==> config.mk <==
export PLATFORM = sky130hd
export DESIGN_NAME = uart_tx_frame_gen
export DESIGN_NICKNAME = d
export VERILOG_FILES = /design/src/rtl/uart_tx_frame_gen.sv
export SDC_FILE = /design/constraint.sdc
export NUM_CORES = 1
export LEC_CHECK = 0
export CAP_MARGIN = 20
export CORE_MARGIN = 2
export CORE_UTILIZATION = 57
export DETAILED_ROUTE_END_ITERATION = 8
export HOLD_SLACK_MARGIN = 0.08
export PLACE_DENSITY = 0.87
export SKIP_CTS_REPAIR_TIMING = 1
export SLEW_MARGIN = 5
export SYNTH_ARGS = -nofsm -noshare
export SYNTH_HDL_FRONTEND = slang
export SYNTH_SLANG_ARGS = --single-unit
==> constraint.sdc <==
create_clock -name i_clk -period 4.78 [get_ports i_clk]
set_input_delay 0.717 -clock i_clk [delete_from_list [all_inputs] [get_ports i_clk]]
set_output_delay 0.717 -clock i_clk [all_outputs]
set_load 0.01 [all_outputs]
==> src/rtl/uart_tx_frame_gen.sv <==
// UART transmit framer: start, LSB-first data, optional parity, STOP_BITS stop bits; UART_TX_BREAK_EN adds line break.
// Latency: first start-bit cycle appears on o_tx_out the cycle after the accept edge; each bit lasts max(PRESCALE,1) clocks.
// Backpressure: o_data_ready is high in IDLE and in the last cycle of the final stop bit, so back-to-back frames have no gap.
module uart_tx_frame_gen #(
    parameter int DATA_WIDTH = 8,
    parameter int PRESCALE_W = 16,
    parameter int STOP_BITS  = 1
) (
    input  logic                  i_clk,
    input  logic                  i_rst,
    input  logic [DATA_WIDTH-1:0] i_p_data,
    input  logic                  i_data_valid,
    output logic                  o_data_ready,
    input  logic                  i_par_en,
    input  logic                  i_par_typ,
    input  logic [PRESCALE_W-1:0] i_prescale,
`ifdef UART_TX_BREAK_EN
    input  logic                  i_break_req,
`endif
    output logic                  o_tx_out,
    output logic                  o_busy
);

    localparam int BIT_W = 4;

`ifdef UART_TX_BREAK_EN
    typedef enum logic [2:0] {S_IDLE, S_START, S_DATA, S_PARITY, S_STOP, S_BREAK, S_MAB} state_t;
`else
    typedef enum logic [2:0] {S_IDLE, S_START, S_DATA, S_PARITY, S_STOP} state_t;
`endif

    state_t                r_state, w_state_nxt;
    logic [PRESCALE_W-1:0] r_cnt, w_cnt_nxt;
    logic [BIT_W-1:0]      r_bit, w_bit_nxt;
    logic [DATA_WIDTH-1:0] r_shift, w_shift_nxt;
    logic [PRESCALE_W-1:0] r_pre;
    logic                  r_par;
    logic                  r_par_en;
    logic                  r_tx, w_tx_nxt;

    logic [PRESCALE_W-1:0] w_p;
    logic                  w_last_cyc;
    logic                  w_idle_rdy;
    logic                  w_accept;

    assign w_p        = (r_pre == '0) ? PRESCALE_W'(1) : r_pre;
    assign w_last_cyc = (r_cnt == w_p - PRESCALE_W'(1));

`ifdef UART_TX_BREAK_EN
    assign w_idle_rdy = (r_state == S_IDLE) && !i_break_req;
`else
    assign w_idle_rdy = (r_state == S_IDLE);
`endif

    assign o_data_ready = w_idle_rdy ||
                          ((r_state == S_STOP) && (r_bit == BIT_W'(STOP_BITS - 1)) && w_last_cyc);
    assign w_accept     = o_data_ready && i_data_valid;
    assign o_busy       = (r_state != S_IDLE);
    assign o_tx_out     = r_tx;

    always_comb begin
        w_state_nxt = r_state;
        w_cnt_nxt   = w_last_cyc ? '0 : r_cnt + PRESCALE_W'(1);
        w_bit_nxt   = r_bit;
        w_shift_nxt = r_shift;
        case (r_state)
            S_IDLE: begin
                w_cnt_nxt = '0;
`ifdef UART_TX_BREAK_EN
                if (i_break_req) begin
                    w_state_nxt = S_BREAK;
                end else
`endif
                if (w_accept) begin
                    w_state_nxt = S_START;
                    w_bit_nxt   = '0;
                end
            end
            S_START: begin
                if (w_last_cyc) begin
                    w_state_nxt = S_DATA;
                    w_bit_nxt   = '0;
                end
            end
            S_DATA: begin
                if (w_last_cyc) begin
                    w_shift_nxt = r_shift >> 1;
                    if (r_bit == BIT_W'(DATA_WIDTH - 1)) begin
                        w_bit_nxt   = '0;
                        w_state_nxt = r_par_en ? S_PARITY : S_STOP;
                    end else begin
                        w_bit_nxt = r_bit + BIT_W'(1);
                    end
                end
            end
            S_PARITY: begin
                if (w_last_cyc) begin
                    w_state_nxt = S_STOP;
                    w_bit_nxt   = '0;
                end
            end
            S_STOP: begin
                if (w_last_cyc) begin
                    if (r_bit == BIT_W'(STOP_BITS - 1)) begin
                        w_bit_nxt   = '0;
                        w_state_nxt = w_accept ? S_START : S_IDLE;
                    end else begin
                        w_bit_nxt = r_bit + BIT_W'(1);
                    end
                end
            end
`ifdef UART_TX_BREAK_EN
            S_BREAK: begin
                w_cnt_nxt = '0;
                if (!i_break_req) begin
                    w_state_nxt = S_MAB;
                end
            end
            S_MAB: begin
                if (w_last_cyc) begin
                    w_state_nxt = S_IDLE;
                end
            end
`endif
            default: w_state_nxt = S_IDLE;
        endcase

        // New word is loaded here so the registered line sees bit 0 as soon as DATA starts.
        if (w_accept) begin
            w_shift_nxt = i_p_data;
        end

        w_tx_nxt = 1'b1;
        case (w_state_nxt)
            S_START:  w_tx_nxt = 1'b0;
            S_DATA:   w_tx_nxt = w_shift_nxt[0];
            S_PARITY: w_tx_nxt = r_par;
`ifdef UART_TX_BREAK_EN
            S_BREAK:  w_tx_nxt = 1'b0;
`endif
            default:  w_tx_nxt = 1'b1;
        endcase
    end

    always_ff @(posedge i_clk) begin
        if (i_rst) begin
            r_state  <= S_IDLE;
            r_cnt    <= '0;
            r_bit    <= '0;
            r_shift  <= '0;
            r_pre    <= '0;
            r_par    <= 1'b0;
            r_par_en <= 1'b0;
            r_tx     <= 1'b1;
        end else begin
            r_state <= w_state_nxt;
            r_cnt   <= w_cnt_nxt;
            r_bit   <= w_bit_nxt;
            r_shift <= w_shift_nxt;
            r_tx    <= w_tx_nxt;
            if (w_accept) begin
                r_pre    <= i_prescale;
                r_par    <= (^i_p_data) ^ i_par_typ;
                r_par_en <= i_par_en;
            end
`ifdef UART_TX_BREAK_EN
            if ((r_state == S_IDLE) && i_break_req) begin
                r_pre <= i_prescale;
            end
`endif
        end
    end

endmodule

==> results of run 1 <==
worst register-to-register path: cells and delay by family (launching register included):
family          cells  cell delay [ps]
simple gates        8             2090
compound gates      3              550
flops               1              380
buf+inv             2              360
mux                 1              340
fa+ha+maj           1              250
how the worst max path moves through the flow:
stage,to,slack [ps],start,cells past startpoint
6_report,o_data_ready,440,r_pre[2],12
5_1_grt,o_data_ready,290,r_pre[2],12
4_1_cts,o_data_ready,-180,r_pre[3],12
3_5_place_dp,o_data_ready,190,r_pre[3],12
3_3_place_gp,o_data_ready,330,r_pre[3],12
2_1_floorplan,o_tx_out,840,r_pre[3],15
flip-flops by register name (all words and copies together) (netlist names):
register	flops
o_tx_out	1
r_cnt	16
r_bit	4
r_par_en	1
r_shift	8
r_par	1
r_pre	16
r_state	3
where the power goes:
group | leakage (nW) | switching, mW | internal (mW)
clock | 0.0573 | 0.137 | 0.168
sequential | 0.408 | 0.0248 | 0.435
combinational | 0.859 | 0.130 | 0.120
total | 1.32 | 0.292 | 0.723
routing by layer:
metal / part of all wire (%) / vias to the layer above / track usage [%]
met5: 0 / - / 0
met2: 47 / 114 / 39.4
met4: 1.5 / 0 / 7.82
met1: 45 / 1304 / 30.9
li1: - / 1403 / -
met3: 6.7 / 13 / 4.35
synthesized netlist by cell type, types with 3 or more instances:
library cell	n	area [um2]
sky130_fd_sc_hd__a21oi_1	30	150
sky130_fd_sc_hd__nand2_1	50	188
sky130_fd_sc_hd__nand3_1	15	75.1
sky130_fd_sc_hd__ha_1	4	50.1
sky130_fd_sc_hd__nor3b_1	5	37.5
sky130_fd_sc_hd__and4_1	3	26.3
sky130_fd_sc_hd__nor2b_1	6	37.5
sky130_fd_sc_hd__buf_2	7	35.0
sky130_fd_sc_hd__and3_1	9	56.3
sky130_fd_sc_hd__clkbuf_1	11	41.3
sky130_fd_sc_hd__xnor2_1	17	149
sky130_fd_sc_hd__nor2_1	44	165
sky130_fd_sc_hd__mux2i_1	8	80.1
sky130_fd_sc_hd__dfxtp_1	50	1000
sky130_fd_sc_hd__nor3_1	10	50.1
sky130_fd_sc_hd__o21ai_0	9	45.0
sky130_fd_sc_hd__xor2_1	20	175
sky130_fd_sc_hd__a211oi_1	9	67.6
sky130_fd_sc_hd__nor4_1	8	50.1
sky130_fd_sc_hd__nand4_1	6	37.5
sky130_fd_sc_hd__or3_1	3	18.8
sky130_fd_sc_hd__inv_1	8	30.0
stage by stage:
step	instances	TNS (ps)
finish	479	0
global route	479	0
CTS	475	-175
detailed placement	468	0
global placement	468	0
floorplan	379	0
cell families (layout without fill, tap and decap cells):
group,Yosys count,after routing,share of synthesized area (%)
buffers and inverters,29,59,4.38
multiplexers,11,11,3.89
AO/OA/AOI/OAI,71,71,15.5
AND/OR/NAND/NOR,177,177,30.8
adder cells (fa/ha/maj),4,4,1.65
flip-flops,50,50,33.1
XOR/XNOR,37,37,10.7
layout make-up:
type	instances	area (um2)
Clock buffer	6	82.6
Clock inverter	1	30.0
Fill cell	412	1550
Inverter	8	30.0
Multi-Input combinational cell	300	1910
Sequential cell	50	1000
Tap cell	70	87.6
Timing Repair Buffer	44	410
==> impl_metrics.json, run 1 <==
{
  "internal_reg_to_reg_setup_slack_ps": 680,
  "finalSetupViolCount": 0,
  "power.ir.vdd_worst_mv": 0.159,
  "final_core_utilization_pct": 69.6,
  "via_count": 2834,
  "maximum_number_of_pins_on_one_net_before_global_route_repair": 32,
  "mappedNetlistNets": 412,
  "critPathMaxStageDelay_ps": 480,
  "cts_root_buffer": "sky130_fd_sc_hd__clkbuf_8",
  "place.detailed.hpwl_um": 4890,
  "min_delay_worst_endpoint": "r_par",
  "timing.critical_path.slowest_stage_cell": "sky130_fd_sc_hd__or4_4",
  "outcome": "completed",
  "rr_worst_depth": 15,
  "design.die.area_um2": 5910,
  "finalMaxSlewViolations": 0,
  "antenna_found_initial": 0,
  "final_nets": 442,
  "setup_slack_after_layout_ps": 436,
  "p_leak_nw": 1.32,
  "critical_path.cell_chain": "nor4_4, and4_1, a21oi_1, ha_2, nor3b_2, and4_1, o21ai_0, nor3b_1, o21ai_0, or4_4, a21oi_1, dlymetal6s2s_1",
  "clk_pin_slew_ps": 80,
  "cp.required_ps": 4060,
  "dieHeight_um": 76.9,
  "power.density_cell_area_nw_per_um2": 286,
  "max-slew-margin-rel_pct": 64.4,
  "yosys_most_used_dff": "sky130_fd_sc_hd__dfxtp_1",
  "min_delay_path_class": "reg -> reg",
  "cts_sinks": 50,
  "post_synth.cell_area_avg_um2": 7.98,
  "area_delta_synth_final_pct": 17.5,
  "fin_worst_skew_ps": 8.28,
  "clk-insertion-delay-late_ps": 300,
  "postPlaceCellArea_um2": 3390,
  "drt-pass1-iter-count": 4,
  "fin_worst_hold_slack_ps": 489,
  "drive_gt1_share_pct": 9.54,
  "drt_iter0_drc": 235,
  "final_global_route_overflow_total": 0,
  "crit_path_start_kind": "flop",
  "synth_enable_flop_cells": 0,
  "gp_congestion": 0.886,
  "ctsLongestPathBuffers": 2,
  "max_freq_mhz": 230,
  "final_antenna_net_count": 0,
  "cts_tree": "done",
  "worst-slew-pin-transition_ps": 532,
  "r2r_path_end": "o_tx_out",
  "unrepaired_setup_endpoints_after_global_routing": "false",
  "netlist_area_um2": 3030,
  "num_rows": 26,
  "die_width_um": 76.9,
  "synth.ff_latch_count": 50,
  "layout_common_cells": "sky130_fd_sc_hd__nand2_1 (50), sky130_fd_sc_hd__dfxtp_1 (50), sky130_fd_sc_hd__nor2_1 (44)",
  "hold_viol_final": 0,
  "post_synth_num_cell_types": 60,
  "groute.usage.overall_pct": 23.7,
  "yosysSeqAreaShare_pct": 33.1,
  "worst-setup-path-type": "reg -> out",
  "timing.hold.worst.start": "r_par",
  "cts_htree_levels": 2,
  "top_level_ports": 32,
  "antenna_cells_inserted": 0,
  "critical_path.reg2reg.startpoint": "r_pre[2]",
  "fin_crit_ps": 4340,
  "async_flop_share_pct": 0,
  "drt-wirelength-per-cell_um": 14.1,
  "grt_pass1_vias": 2617,
  "hold-path-cell-count": 2,
  "drt_wl_total_um": 6760,
  "numPortBuffers": 31,
  "final_critical_path_share_of_the_clock_period_pct": 90.9,
  "total_power_of_the_final_layout_mw": 1.01,
  "initial_core_util_pct": 59.2,
  "final_area_um2": 3550,
  "cp_num_buf_inv": 1,
  "worstPathMaxFanout": 7,
  "global_route_wire_length_before_repair_um": 11600,
  "cts_buf_count": 5,
  "fp.coreArea_um2": 5110,
  "crit_family": "simple AND/OR/NAND/NOR gates",
  "vias_per_cell": 5.92,
  "syn_inst": 379,
  "max-cap-violations": 0,
  "worstPathArrival_ps": 3630,
  "pre_cts_ws_ps": 193,
  "critical_path.endpoint_type": "output pin",
  "yosys_warnings": 0,
  "drc": 0
}
Note: power is estimated with default switching activity, not from simulation.
==> inputs of run 2 (changes only) <==
- CORE_UTILIZATION: 57 -> 63
- DONT_BUFFER_PORTS: unset -> 1
- PLACE_DENSITY: 0.87 -> 0.86
- SLEW_MARGIN: 5 -> 20
- TNS_END_PERCENT: unset -> 50
==> impl_metrics.json, run 2 (same netlist as run 1, synthesis figures left out) <==
{
  "outcome": "completed",
  "fin_worst_skew_ps": 4.24,
  "timing.critical_path.depth": 11,
  "finalMaxSlewViolations": 0,
  "dpl.cell_count": 417,
  "cts_tree": "done",
  "critical_path.cell_chain": "nor4_4, and4_1, a21oi_1, ha_1, o21ba_2, a221oi_1, a41oi_1, nor3_1, nand3_2, or4_4, a21oi_1",
  "drt_wl_total_um": 6370,
  "drt-wirelength-per-cell_um": 14.9,
  "place.detailed.hpwl_um": 4650,
  "die_width_um": 73.3,
  "clkPwrFrac_pct": 35.3,
  "power_switching_share_pct": 27.3,
  "antenna_cells_inserted": 0,
  "rr_worst_depth": 13,
  "worst-setup-path-type": "reg -> out",
  "timing.critical_path.slowest_stage_cell": "sky130_fd_sc_hd__or4_4",
  "initial_core_util_pct": 64.5,
  "drive_gt1_share_pct": 8.85,
  "power.ir.vdd_worst_mv": 0.300,
  "ctsLongestPathBuffers": 2,
  "cp.required_ps": 4060,
  "numPortBuffers": 0,
  "gp_congestion": 0.915,
  "design.die.area_um2": 5370,
  "power.density_cell_area_nw_per_um2": 321,
  "fin_crit_ps": 4500,
  "final_antenna_net_count": 0,
  "groute.usage.overall_pct": 25.4,
  "hold_viol_final": 0,
  "worst-slew-pin-transition_ps": 538,
  "via_count": 2678,
  "p_leak_nw": 1.18,
  "fin_cells": 427,
  "power.share.sequential_pct": 44.8,
  "drc": 0,
  "clk_pin_slew_ps": 90,
  "max_freq_mhz": 222,
  "vias_per_cell": 6.27,
  "critical_path.endpoint_type": "output pin",
  "maximum_number_of_pins_on_one_net_before_global_route_repair": 35,
  "final_critical_path_share_of_the_clock_period_pct": 94.2,
  "cp_common_cell": "sky130_fd_sc_hd__a21oi_1",
  "fp.coreArea_um2": 4690,
  "final_nets": 405,
  "cts_buf_count": 5,
  "final_global_route_overflow_total": 0,
  "worstPathMaxFanout": 7,
  "clk-insertion-delay-late_ps": 310,
  "layout_top_registers": "r_cnt x16, r_pre x16, r_shift x8",
  "grt_pass1_vias": 2412,
  "finalSetupViolCount": 0,
  "antenna_found_initial": 0,
  "cts_htree_levels": 2,
  "drt_iter0_drc": 181,
  "worstPathArrival_ps": 3790,
  "num_rows": 25,
  "layout_common_cells": "sky130_fd_sc_hd__nand2_1 (50), sky130_fd_sc_hd__dfxtp_1 (50), sky130_fd_sc_hd__nor2_1 (44)",
  "min_delay_path_class": "reg -> reg",
  "power_frac_comb_pct": 19.9,
  "global_route_wire_length_before_repair_um": 11000,
  "dieHeight_um": 73.3,
  "area_delta_synth_final_pct": 5.87,
  "crit_path_start_kind": "flop",
  "final_core_utilization_pct": 68.3,
  "cts_root_buffer": "sky130_fd_sc_hd__clkbuf_8",
  "top_level_ports": 32,
  "cp_num_buf_inv": 0,
  "crit_family": "simple AND/OR/NAND/NOR gates",
  "max-cap-violations": 0,
  "critPathMaxStageDelay_ps": 560,
  "drt-pass1-iter-count": 5,
  "power_report.internal_total_mw": 0.748,
  "max-slew-margin-rel_pct": 63.8,
  "hold-path-cell-count": 2,
  "cts_sinks": 50,
  "p_sw_mw": 0.280
}
[run 2: path summary, 6_finish.rpt]
| check | startpoint | to | slack [ps] |
|---|---|---|---|
| max | r_pre[2] | o_data_ready | 280 |
| min | r_par | r_par | 470 |
| max reg2reg | r_pre[3] | o_tx_out | 560 |
| min reg2reg | r_par | r_par | 470 |
[run 2: area by class of cell]
cell class,instances,area [um2]
tap,54,67.6
sequential,50,1000
clock buffer,6,82.6
multi-input combinational,300,1910
inverter,8,30.0
fill,377,1490
clock inverter,2,60.1
timing repair buffer,7,52.6
[run 2: stage by stage]
step	hold WS (ps)	power (mW)	worst slack, ps	cell area, um2	setup TNS (ps)
after floorplan	432	0.636	835	3030	0
after global placement	436	0.656	540	3030	0
after detailed placement	457	0.663	442	3030	0
after CTS	460	1.02	83.6	3170	0
after global routing	454	1.08	-23.0	3200	-23.0
final	468	1.03	275	3200	0
[run 2: power groups by stage]
stage | sequential (mW) | combinational [mW] | clock, mW
4_1_cts | 0.459 | 0.196 | 0.367
6_report | 0.460 | 0.205 | 0.363
3_5_place_dp | 0.468 | 0.195 | 0
3_3_place_gp | 0.467 | 0.189 | 0
2_1_floorplan | 0.457 | 0.179 | 0
5_1_grt | 0.463 | 0.230 | 0.384
[run 2: metal layers]
metal  GRT usage [%]  up-vias  part of all wire, %
met2            38.3       78                   46
met4            9.09        0                  2.3
met5               0        -                    0
met3            5.76       17                  5.2
li1                -     1329                    -
met1            35.7     1254                   47
[run 2: worst register-to-register path, cell delays in order (launching register included)]
cell,delay (ps)
sky130_fd_sc_hd__dfxtp_1,520
sky130_fd_sc_hd__nor4_4,100
sky130_fd_sc_hd__and4_1,220
sky130_fd_sc_hd__a21oi_1,160
sky130_fd_sc_hd__ha_1,290
sky130_fd_sc_hd__nor3b_1,400
sky130_fd_sc_hd__and4_1,300
sky130_fd_sc_hd__a211oi_1,90
sky130_fd_sc_hd__nor3b_1,390
sky130_fd_sc_hd__nor2_1,100
sky130_fd_sc_hd__nor4_1,530
sky130_fd_sc_hd__mux2_2,410
sky130_fd_sc_hd__or3_1,340
sky130_fd_sc_hd__o32a_1,280
==> inputs of run 3 (changes only) <==
==> constraint.sdc (replaced) <==
create_clock -name i_clk -period 4.78 [get_ports i_clk]
set_input_delay 0.956 -clock i_clk [delete_from_list [all_inputs] [get_ports i_clk]]
set_output_delay 0.956 -clock i_clk [all_outputs]
set_load 0.01 [all_outputs]
==> impl_metrics.json, run 3 (same netlist as run 1, synthesis figures left out) <==
{
  "power.ir.vdd_worst_mv": 0.223,
  "p_leak_nw": 1.18,
  "power.density_cell_area_nw_per_um2": 292,
  "initial_core_util_pct": 64.5,
  "clk_pin_slew_ps": 90,
  "numPortBuffers": 0,
  "final_global_route_overflow_total": 0,
  "cp.required_ps": 3820,
  "via_count": 2659,
  "max-slew-margin-rel_pct": 49.2,
  "postPlaceCellArea_um2": 3040,
  "fin_crit_ps": 4490,
  "p_sw_mw": 0.281,
  "worstPathMaxFanout": 7,
  "die_width_um": 73.3,
  "min_delay_path_class": "reg -> reg",
  "hold-path-cell-count": 2,
  "crit_path_start_kind": "flop",
  "cts_htree_levels": 2,
  "rr_worst_depth": 15,
  "global_route_wire_length_before_repair_um": 10900,
  "antenna_cells_inserted": 0,
  "cts_buf_count": 5,
  "maximum_number_of_pins_on_one_net_before_global_route_repair": 35,
  "drive_gt1_share_pct": 9.57,
  "total_power_of_the_final_layout_mw": 0.927,
  "top_level_ports": 32,
  "unrepaired_setup_endpoints_after_global_routing": "false",
  "final_area_um2": 3180,
  "drt_iter0_drc": 166,
  "fin_worst_hold_slack_ps": 459,
  "drt_wl_total_um": 6520,
  "dieHeight_um": 73.3,
  "final_antenna_net_count": 0,
  "grt_pass1_vias": 2462,
  "critical_path.endpoint_type": "output pin",
  "pre_cts_ws_ps": 305,
  "worst-setup-path-type": "reg -> out",
  "power_frac_comb_pct": 22.9,
  "final_core_utilization_pct": 67.7,
  "drt-pass1-iter-count": 4,
  "vias_per_cell": 6.18,
  "groute.usage.overall_pct": 25.5,
  "final_nets": 408,
  "place.detailed.hpwl_um": 4670,
  "finalMaxSlewViolations": 0,
  "fin_worst_skew_ps": 7.53,
  "max-cap-violations": 0,
  "clk-insertion-delay-late_ps": 300,
  "cts_tree": "done",
  "ctsLongestPathBuffers": 2,
  "hold_viol_final": 0,
  "fin_tns_setup_ps": 0,
  "layout_common_cells": "sky130_fd_sc_hd__nand2_1 (50), sky130_fd_sc_hd__dfxtp_1 (50), sky130_fd_sc_hd__nor2_1 (44)",
  "power_switching_share_pct": 30.3,
  "dpl.cell_count": 419,
  "fp.coreArea_um2": 4690,
  "layout_top_registers": "r_cnt x16, r_pre x16, r_shift x8",
  "design.die.area_um2": 5370,
  "max_freq_mhz": 223,
  "drc": 0,
  "cts_sinks": 50,
  "cts_root_buffer": "sky130_fd_sc_hd__clkbuf_8",
  "drt-wirelength-per-cell_um": 15.2,
  "outcome": "completed",
  "power_report.internal_total_mw": 0.646,
  "worstPathArrival_ps": 3530,
  "fin_cells": 430,
  "clkPwrFrac_pct": 27.4,
  "worst-slew-pin-transition_ps": 762,
  "gp_congestion": 0.894,
  "final_critical_path_share_of_the_clock_period_pct": 93.9,
  "antenna_found_initial": 0,
  "num_rows": 25,
  "power.share.sequential_pct": 49.7,
  "finalSetupViolCount": 0,
  "area_delta_synth_final_pct": 5.05,
  "setup_slack_after_layout_ps": 292
}
==> run 3: worst paths after layout <==
path / endpoint / from / slack [ps]
max: o_data_ready / r_pre[2] / 290
min: r_par / r_par / 460
max reg2reg: o_tx_out / r_pre[2] / 690
min reg2reg: r_par / r_par / 460
==> run 3: cell type report <==
| class | instances | area (um2) |
|---|---|---|
| multi-input cells | 300 | 1910 |
| fillers | 383 | 1510 |
| flip-flops and latches | 50 | 1000 |
| clock buffers | 7 | 86.3 |
| repair buffers | 10 | 75.1 |
| well taps | 54 | 67.6 |
| inverters | 8 | 30.0 |
| clock inverters | 1 | 5.00 |
==> run 3: power groups by stage <==
| stage | logic [mW] | registers, mW | clock network (mW) |
|---|---|---|---|
| floorplan | 0.179 | 0.457 | 0 |
| global placement | 0.192 | 0.467 | 0 |
| detailed placement | 0.198 | 0.468 | 0 |
| CTS | 0.201 | 0.458 | 0.257 |
| global route | 0.238 | 0.463 | 0.272 |
| finish | 0.213 | 0.460 | 0.254 |
==> run 3: per-layer routing <==
| layer | routed length, um | track usage, % |
|---|---|---|
| met5 | 0 | 0 |
| met4 | 106 | 8.89 |
| met3 | 417 | 5.35 |
| met2 | 3160 | 41.7 |
| met1 | 2840 | 33.5 |
==> run 3: worst max-delay path, stage by stage, from the launching register on <==
cell                       delay (ps)
sky130_fd_sc_hd__dfxtp_1          390
sky130_fd_sc_hd__nor4_4           400
sky130_fd_sc_hd__and4_1           280
sky130_fd_sc_hd__a21oi_1           80
sky130_fd_sc_hd__ha_1             310
sky130_fd_sc_hd__o21ba_2          230
sky130_fd_sc_hd__a221oi_1         290
sky130_fd_sc_hd__a41oi_1          100
sky130_fd_sc_hd__nor3_1           240
sky130_fd_sc_hd__nand3_1          130
sky130_fd_sc_hd__or4_4            540
sky130_fd_sc_hd__a21oi_2          230
